$ cat src/rtl/pipeline_pkg.sv
// Shared pipeline definitions: hazard-controller states, register-file
// constants and the NOP encoding loaded by flushed stage registers.
package pipeline_pkg;

    typedef enum logic [1:0] {
        RUN      = 2'd0,
        FLUSH    = 2'd1,
        MEM_WAIT = 2'd2,
        ERROR    = 2'd3
    } hz_state_e;

    localparam int              REG_ADDR_W = 5;
    localparam logic [REG_ADDR_W-1:0] REG_X0 = 5'd0;

    // addi x0, x0, 0
    localparam logic [31:0] NOP_INSTR = 32'h0000_0013;

endpackage

$ cat src/rtl/sat_counter.sv
// Up-counter that sticks at all-ones instead of wrapping; clr wins over inc.
module sat_counter #(
    parameter int W = 32
) (
    input  logic         clk,
    input  logic         inc,
    input  logic         clr,
    output logic [W-1:0] count
);

    logic [W-1:0] count_q;
    logic [W-1:0] count_d;

    always_comb begin
        count_d = count_q;
        if (clr) begin
            count_d = '0;
        end else if (inc && (count_q != '1)) begin
            count_d = count_q + 1'b1;
        end
    end

    always_ff @(posedge clk) begin
        count_q <= count_d;
    end

    assign count = count_q;

endmodule

$ cat src/rtl/hazard_unit.sv
// Stall/flush controller for the 5-stage pipeline: load-use stalls,
// taken-branch flushes, data-memory freezes, plus perf counters.
module hazard_unit
    import pipeline_pkg::*;
#(
    parameter int FLUSH_CYCLES = 1,
    parameter int MEM_TIMEOUT  = 0,
    parameter int CNT_W        = 32
) (
    input  logic                  clk,
    input  logic                  rst,
    input  logic [REG_ADDR_W-1:0] rs1_id,
    input  logic [REG_ADDR_W-1:0] rs2_id,
    input  logic                  rs1_used_id,
    input  logic                  rs2_used_id,
    input  logic [REG_ADDR_W-1:0] rd_ex,
    input  logic                  mem_read_ex,
    input  logic                  branch_taken_ex,
    input  logic                  mem_req,
    input  logic                  mem_ready,
    output logic                  pc_write_en,
    output logic                  if_id_write_en,
    output logic                  if_id_flush,
    output logic                  id_ex_write_en,
    output logic                  id_ex_bubble,
    output logic                  ex_mem_write_en,
    output logic                  mem_wb_bubble,
    output logic                  mem_error,
    output logic [CNT_W-1:0]      stall_cycles,
    output logic [CNT_W-1:0]      flush_count
);

    localparam int FL_W = $clog2(FLUSH_CYCLES + 1);
    localparam int WC_W = (MEM_TIMEOUT > 0) ? $clog2(MEM_TIMEOUT + 1) : 1;
    localparam logic [FL_W-1:0] FL_INIT = FL_W'(FLUSH_CYCLES - 1);
    localparam logic [WC_W-1:0] WC_MAX  = WC_W'(MEM_TIMEOUT);

    hz_state_e       state_q, state_d;
    logic [FL_W-1:0] flush_left_q, flush_left_d;
    logic [WC_W-1:0] wait_cnt_q, wait_cnt_d;

    logic mem_wait;
    logic load_use;
    logic stall_inc;
    logic flush_inc;

    assign mem_wait = mem_req && !mem_ready;

    assign load_use = mem_read_ex && (rd_ex != REG_X0) &&
                      ((rs1_used_id && (rs1_id == rd_ex)) ||
                       (rs2_used_id && (rs2_id == rd_ex)));

    always_comb begin
        pc_write_en     = 1'b1;
        if_id_write_en  = 1'b1;
        if_id_flush     = 1'b0;
        id_ex_write_en  = 1'b1;
        id_ex_bubble    = 1'b0;
        ex_mem_write_en = 1'b1;
        mem_wb_bubble   = 1'b0;
        state_d         = RUN;
        flush_left_d    = flush_left_q;
        wait_cnt_d      = '0;
        stall_inc       = 1'b0;
        flush_inc       = 1'b0;

        if (rst) begin
            if_id_flush   = 1'b1;
            id_ex_bubble  = 1'b1;
            mem_wb_bubble = 1'b1;
        end else if (state_q == ERROR || mem_wait) begin
            pc_write_en     = 1'b0;
            if_id_write_en  = 1'b0;
            id_ex_write_en  = 1'b0;
            ex_mem_write_en = 1'b0;
            mem_wb_bubble   = 1'b1;
            if (state_q == ERROR) begin
                state_d    = ERROR;
                wait_cnt_d = wait_cnt_q;
            end else begin
                stall_inc  = 1'b1;
                wait_cnt_d = wait_cnt_q + 1'b1;
                state_d    = (MEM_TIMEOUT > 0 && wait_cnt_d == WC_MAX)
                             ? ERROR : MEM_WAIT;
            end
        end else if (flush_left_q != '0) begin
            // Resumed or ongoing multi-cycle flush; a branch here is illegal.
            if_id_flush  = 1'b1;
            id_ex_bubble = 1'b1;
            flush_left_d = flush_left_q - 1'b1;
            state_d      = (flush_left_d != '0) ? FLUSH : RUN;
        end else if (branch_taken_ex) begin
            if_id_flush  = 1'b1;
            id_ex_bubble = 1'b1;
            flush_inc    = 1'b1;
            flush_left_d = FL_INIT;
            state_d      = (FL_INIT != '0) ? FLUSH : RUN;
        end else if (load_use) begin
            pc_write_en    = 1'b0;
            if_id_write_en = 1'b0;
            id_ex_bubble   = 1'b1;
            stall_inc      = 1'b1;
        end
    end

    always_ff @(posedge clk) begin
        if (rst) begin
            state_q      <= RUN;
            flush_left_q <= '0;
            wait_cnt_q   <= '0;
        end else begin
            state_q      <= state_d;
            flush_left_q <= flush_left_d;
            wait_cnt_q   <= wait_cnt_d;
        end
    end

    assign mem_error = (state_q == ERROR);

    sat_counter #(.W(CNT_W)) u_stall_cnt (
        .clk   (clk),
        .inc   (stall_inc),
        .clr   (rst),
        .count (stall_cycles)
    );

    sat_counter #(.W(CNT_W)) u_flush_cnt (
        .clk   (clk),
        .inc   (flush_inc),
        .clr   (rst),
        .count (flush_count)
    );

endmodule

$ cat config.mk
export PLATFORM = sky130hd
export DESIGN_NAME = hazard_unit
export DESIGN_NICKNAME = d
export VERILOG_FILES = /design/src/rtl/pipeline_pkg.sv /design/src/rtl/sat_counter.sv /design/src/rtl/hazard_unit.sv
export SDC_FILE = /design/constraint.sdc
export NUM_CORES = 1
export LEC_CHECK = 0
export ABC_AREA = 1
export CAP_MARGIN = 30
export CORE_UTILIZATION = 55
export CTS_CLUSTER_SIZE = 12
export DETAILED_ROUTE_END_ITERATION = 6
export PLACE_DENSITY = 0.86
export SYNTH_ARGS = -nofsm -noshare
export SYNTH_HDL_FRONTEND = slang
export SYNTH_SLANG_ARGS = --single-unit
$ cat constraint.sdc
create_clock -name clk -period 4.58 [get_ports clk]
set_input_delay 0.458 -clock clk [delete_from_list [all_inputs] [get_ports clk]]
set_output_delay 0.458 -clock clk [all_outputs]
set_load 0.01 [all_outputs]
==> results.ini, run 1 <==
[run_status]
outcome = complete, no violations

[global_route]
grt_usage_pct = 29.8
antenna_found_initial = 0
gr-total-overflow = 0
grt_pass1_vias = 4351
grt_pass1_wl_um = 20200
met3_usage_pct = 5.41
met1_usage_pct = 40.0
met2_usage_pct = 48.2
grt_max_degree = 43
busiest_layer = met2

[cts]
clk_latency_ps = 360
ctsHtreeMaxLevel = 3
post_cts_buffers = 0
ctsResizeCount = 0
path_clk_slew_ps = 80
root_buffer = clkbuf_8
cts_buffer_depth = 2
cts.sinks = 66
ctsHoldBuffers = 0
cts_tree = built
cts_made_buffers = 9

[power_and_ir_drop]
p_per_area_nw_per_um2 = 227
ir_drop_v = 0.000172
cellLeakagePower_uw = 0.00208

[die]
io_pins = 95
initial_utilization_pct = 57.9
die-area_um2 = 8120
die_width_um = 90.1
core_um2 = 7370
rows = 31
die_height_um = 90.1

[sta]
slew_violations = 0
period_needed_ps = 3120
skew_ps = 15.6
whs_ps = 506
fin_crit_sh_pct = 68.2
layout_setup_ws_ps = 1460
setup_viol = 0
rsz0062_at_grt = no
max-slew-margin-rel_pct = 57.1
tns_ps = 0
fmax_ghz = 0.320
tightest_slew_ps = 641
final-hold-violation-count = 0

[final_layout]
area_growth_pct = 27.7
multi_input_area_um2 = 2530
drive_gt1_share_pct = 4.19
nNetsFinal = 807
antenna_cells = 0
final_cell_count_no_fill = 886
seq_area_um2 = 1320
nFillCells = 633

[drt]
detail-route-antenna-nets = 0
num_vias = 4874
drc = 0
via_per_inst = 5.50
first_pass_iters = 5
drt-total-wl_um = 11700
drtIter0Drc = 410
post_drt_wl_per_cell_um = 13.2

[place]
place.gp.congestion = 0.926
place_inst = 870
dpl_worst_slack_ps = 1630
place.detailed.hpwl_um = 8510
numPortBuffers = 94

[setup_path]
start_kind = register
crit_fanout = 30
rrSetupSlack_ps = 1980
cp.required_ps = 4120
critPathKind = reg2out
reg2reg_depth = 9
reg2reg_to = u_flush_cnt.count[10]
rr_startpoint = state_q[1]
cp.arrival_ps = 2660
critPathCaptureType = output pin

[yosys]
synth_edf_count = 0
syn_area_um2 = 4270
yosys_warnings = 0
syn_inst = 697
ys_types = 34
ys.flop_type = dfxtp_1
syn-num-nets = 722
ys_seq_area_share_pct = 30.9
ys_async_sr_fraction_pct = 0
avgSynthCellArea_um2 = 6.13
ys_seq_elements = 66

[worst_hold_path]
hp-start = u_stall_cnt.count[1]
hold_depth = 2
hp-class = reg2reg
holdPathEnd = u_stall_cnt.count[1]

[run]
maxCapViolCount = 0

-- power breakdown --
| group | leakage (µW) | internal (µW) | switching, µW | total [µW] |
|---|---|---|---|---|
| registers | 0.000532 | 575 | 1.99 | 577 |
| clock network | 0.000114 | 311 | 256 | 568 |
| logic | 0.00144 | 38.9 | 52.5 | 91.4 |
-- layout make-up --
cell class / count / share of cell area (%)
multi-input cells: 532 / 46.5
inverters: 76 / 5.23
well taps: 99 / 2.27
clock inverters: 7 / 1.84
flip-flops and latches: 66 / 24.2
repair buffers: 97 / 17.7
clock buffers: 9 / 2.27
-- worst max-delay path by stage --
| stage | startpoint | end | slack [ps] | depth (start not counted) |
|---|---|---|---|---|
| 2_1_floorplan | rd_ex[3] | pc_write_en | 2600 | 11 |
| 3_3_place_gp | rst | pc_write_en | 1660 | 8 |
| 3_5_place_dp | rst | if_id_write_en | 1630 | 8 |
| 4_1_cts | state_q[1] | if_id_write_en | 1480 | 9 |
| 5_1_grt | state_q[1] | if_id_write_en | 1260 | 9 |
| 6_report | state_q[1] | if_id_write_en | 1460 | 9 |
-- flip-flops by register name (all words and copies together), names as in the netlist --
signal and cells:
state_q 2, u_flush_cnt.count 32, u_stall_cnt.count 32
-- kinds of logic (layout without fill, tap and decap cells) --
group	count (synthesis)	after routing	share of synthesized area (%)
xor gates and xnor gates	29	29	5.95
buffers and inverters	99	189	9.70
AOI/OAI and AO/OA	62	62	7.50
and+or+nand+nor	439	439	45.3
adders and majority gates	2	2	0.586
DFF	66	66	30.9
-- layer usage --
metal	vias up	routed length, µm
met2	234	5360
met3	19	949
met5	-	0
met1	2205	5210
li1	2416	-
met4	0	198
-- layout by cell type, fill, tap and decap left out, types with 2 or more instances in the layout --
master / count
nand2_1: 218
nor2_1: 100
clkdlybuf4s50_1: 94
inv_1: 73
dfxtp_1: 66
a21oi_1: 47
nand4_1: 42
nand3_1: 34
nor3_1: 21
xor2_1: 18
o21ai_0: 11
xnor2_1: 11
clkbuf_8: 9
nand3b_1: 7
nor2_2: 5
and3_1: 3
buf_4: 3
inv_2: 2
ha_1: 2
clkinv_4: 2
inv_6: 2
bufinv_16: 2
-- cells in the mapped netlist, types with 2 or more instances --
master / number / area (µm²)
buf_2: 4 / 20.0
buf_4: 4 / 30.0
nand3_1: 34 / 170
buf_6: 3 / 33.8
inv_1: 73 / 274
nand4_1: 42 / 263
a21oi_1: 47 / 235
nor2_1: 100 / 375
o21ai_0: 11 / 55.1
and3_1: 3 / 18.8
xnor2_1: 11 / 96.3
nand2_1: 218 / 818
inv_2: 2 / 7.51
xor2_1: 18 / 158
nand3b_1: 7 / 52.6
nor2_2: 5 / 31.3
dfxtp_1: 66 / 1320
nor3_1: 21 / 105
ha_1: 2 / 25.0
clkbuf_1: 12 / 45.0
-- worst max-delay path, stage by stage, from the launching register on --
cell and delay (ps):
dfxtp_1 310, nand2_2 470, inv_1 150, a21oi_2 270, nand2_1 110, nand2_1 110, a21oi_1 50, buf_4 220
inv_1 90, clkdlybuf4s50_1 530
-- stage by stage --
step           util [%]  cell area (µm²)  power [µW]
2_1_floorplan         -             4270         643
3_3_place_gp       71.0             5230         678
3_5_place_dp       71.0             5230         682
4_1_cts            74.0             5450        1230
5_1_grt            74.0             5450        1270
6_report           74.0             5450        1240
(Power assumes the default switching activity.)
==> run 2, diff against run 1 <==
- CORE_UTILIZATION: 55 -> 51
- PLACE_DENSITY: 0.86 -> 0.81
- clock period: 4.58 -> 2.9 ns (I/O delays scaled with it)
==> run 2 against run 1 <==
The run now ends with DRC left; combinational power is 61% higher; final area up 0.80%; global-route usage down 1.1 points; critical path type is now in2out; highest routed layer unchanged.
==> results.ini, run 2 (synthesized netlist as in run 1, its figures left out) <==
[sta]
period_needed_ps = 2440
tns_ps = 0  ; unchanged
skew_ps = 7.03  ; -8.62 ps
tightest_slew_ps = 536  ; -105 ps
fin_crit_sh_pct = 84.1
setup_viol = 0  ; unchanged
fmax_ghz = 0.410
max-slew-margin-rel_pct = 64.0  ; +6.9 points
rsz0062_at_grt = no
slew_violations = 0  ; unchanged
final-hold-violation-count = 0  ; unchanged

[global_route]
met1_usage_pct = 36.7  ; -3.3 points
grt_pass1_wl_um = 20100  ; -0.82%
grt_pass1_vias = 4388  ; +0.85%
met2_usage_pct = 48.0  ; -0.12 points
antenna_found_initial = 0  ; unchanged
gr-total-overflow = 0  ; unchanged
grt_usage_pct = 28.7  ; -1.1 points
met3_usage_pct = 5.28  ; -0.13 points
busiest_layer = met2
grt_max_degree = 33  ; -23%

[cts]
ctsResizeCount = 0  ; unchanged
cts_tree = built
cts.sinks = 66  ; unchanged
path_clk_slew_ps = 70  ; about the same
ctsHtreeMaxLevel = 3  ; unchanged
cts_made_buffers = 9  ; unchanged
root_buffer = clkbuf_8
cts_buffer_depth = 2  ; unchanged
ctsHoldBuffers = 0  ; unchanged
post_cts_buffers = 0  ; unchanged
clk_latency_ps = 350  ; about the same

[final_layout]
antenna_cells = 0  ; unchanged
multi_input_area_um2 = 2530  ; unchanged
nNetsFinal = 810  ; +0.37%
final_cell_count_no_fill = 895  ; +1.0%
drive_gt1_share_pct = 4.56  ; +0.36 points
nFillCells = 713  ; +13%
area_growth_pct = 28.7
final_cell_mix = nand2_1 (218), nor2_1 (100), clkdlybuf4s50_1 (94)
seq_area_um2 = 1320  ; unchanged
final_common_cell = nand2_1

[place]
numPortBuffers = 94  ; unchanged
place.gp.congestion = 0.980  ; +5.9%
place_inst = 879  ; +1.0%
place.detailed.hpwl_um = 8900  ; +4.5%

[setup_path]
cp.required_ps = 2610  ; -1510 ps
critPathCaptureType = output pin
start_kind = input pin
reg2reg_depth = 9  ; unchanged
crit_fanout = 3  ; -90%
rrSetupSlack_ps = 630  ; -1350 ps
critPathKind = in2out
cp.arrival_ps = 2150  ; -510 ps

[drt]
detail-route-antenna-nets = 0  ; unchanged
drtIter0Drc = 304  ; -26%
drc = 1  ; +1
post_drt_wl_per_cell_um = 13.6  ; +2.6%
num_vias = 4868  ; -0.12%
via_per_inst = 5.44  ; -1.1%
first_pass_iters = 7  ; +2
drt-total-wl_um = 12100  ; +3.7%

[die]
core_um2 = 8180  ; +11%
io_pins = 95  ; unchanged
die_width_um = 93.5  ; +3.8%
initial_utilization_pct = 52.2  ; -5.7 points
rows = 33  ; +6.5%
die-area_um2 = 8740  ; +7.7%
die_height_um = 93.5  ; +3.8%

[run_status]
violations = DRC
outcome = complete, but fails checks

[worst_hold_path]
hold_depth = 2  ; unchanged
hp-class = reg2reg

[run]
maxCapViolCount = 0  ; unchanged

[power_and_ir_drop]
ir_drop_v = 0.000245  ; +43%
p_per_area_nw_per_um2 = 361  ; +59%
cellLeakagePower_uw = 0.00210  ; +0.85%

==> run 2: changes by cell type in the layout (fill, tap and decap cells not counted), sizes merged <==
cell / previous run / this run
inv: 77 / 75
buf: 3 / 6
clkinvlp: 0 / 1
clkbuf: 9 / 12
clkinv: 4 / 2
==> run 2: critical path, cell delays in order <==
cell             delay, ps
clkdlybuf4s50_1        490
inv_1                   80
nand2_1                 70
nand2_1                 50
nor2_1                 100
nand3_1                 70
nand2_1                 80
nand2_1                 60
a21oi_1                270
inv_1                   90
clkdlybuf4s50_1        490
==> run 2: where the power goes <==
part	switching (µW)	internal, µW	leakage, µW
combinational	84.1	63.1	0.00145
clock	371	553	0.000119
sequential	2.81	909	0.000532
total	458	1530	0.00210
==> run 2: stage by stage <==
stage                     worst slack, ps  util [%]  hold slack [ps]  cell area, µm²  power (µW)
after floorplan                      1140         -              495            4270        1020
after global placement                506      64.3              488            5260        1070
after detailed placement              471      64.3              498            5260        1080
after CTS                             472      67.2              510            5500        1990
after global routing                  277      67.2              530            5500        2050
final                                 461      67.2              507            5500        1980
==> run 2: area by class of cell <==
class / count / share of cell area [%]
multi-input combinational: 532 / 46.1
timing repair buffer: 100 / 17.9
sequential: 66 / 24.0
clock buffer: 12 / 3.00
tap: 105 / 2.39
inverter: 76 / 5.19
clock inverter: 4 / 1.32
==> run 2: final timing paths <==
kind | to | startpoint
worst max-delay path | pc_write_en | rd_ex[3]
worst min-delay path | u_flush_cnt.count[6] | u_flush_cnt.count[6]
worst max register to register | u_stall_cnt.count[12] | u_stall_cnt.count[1]
worst min register to register | u_flush_cnt.count[6] | u_flush_cnt.count[6]
==> run 2: layer usage <==
metal / wire (µm) / part of all wire [%]
met4: 238 / 2.0
met5: 0 / 0
met2: 5750 / 47
met1: 5290 / 44
met3: 869 / 7.2
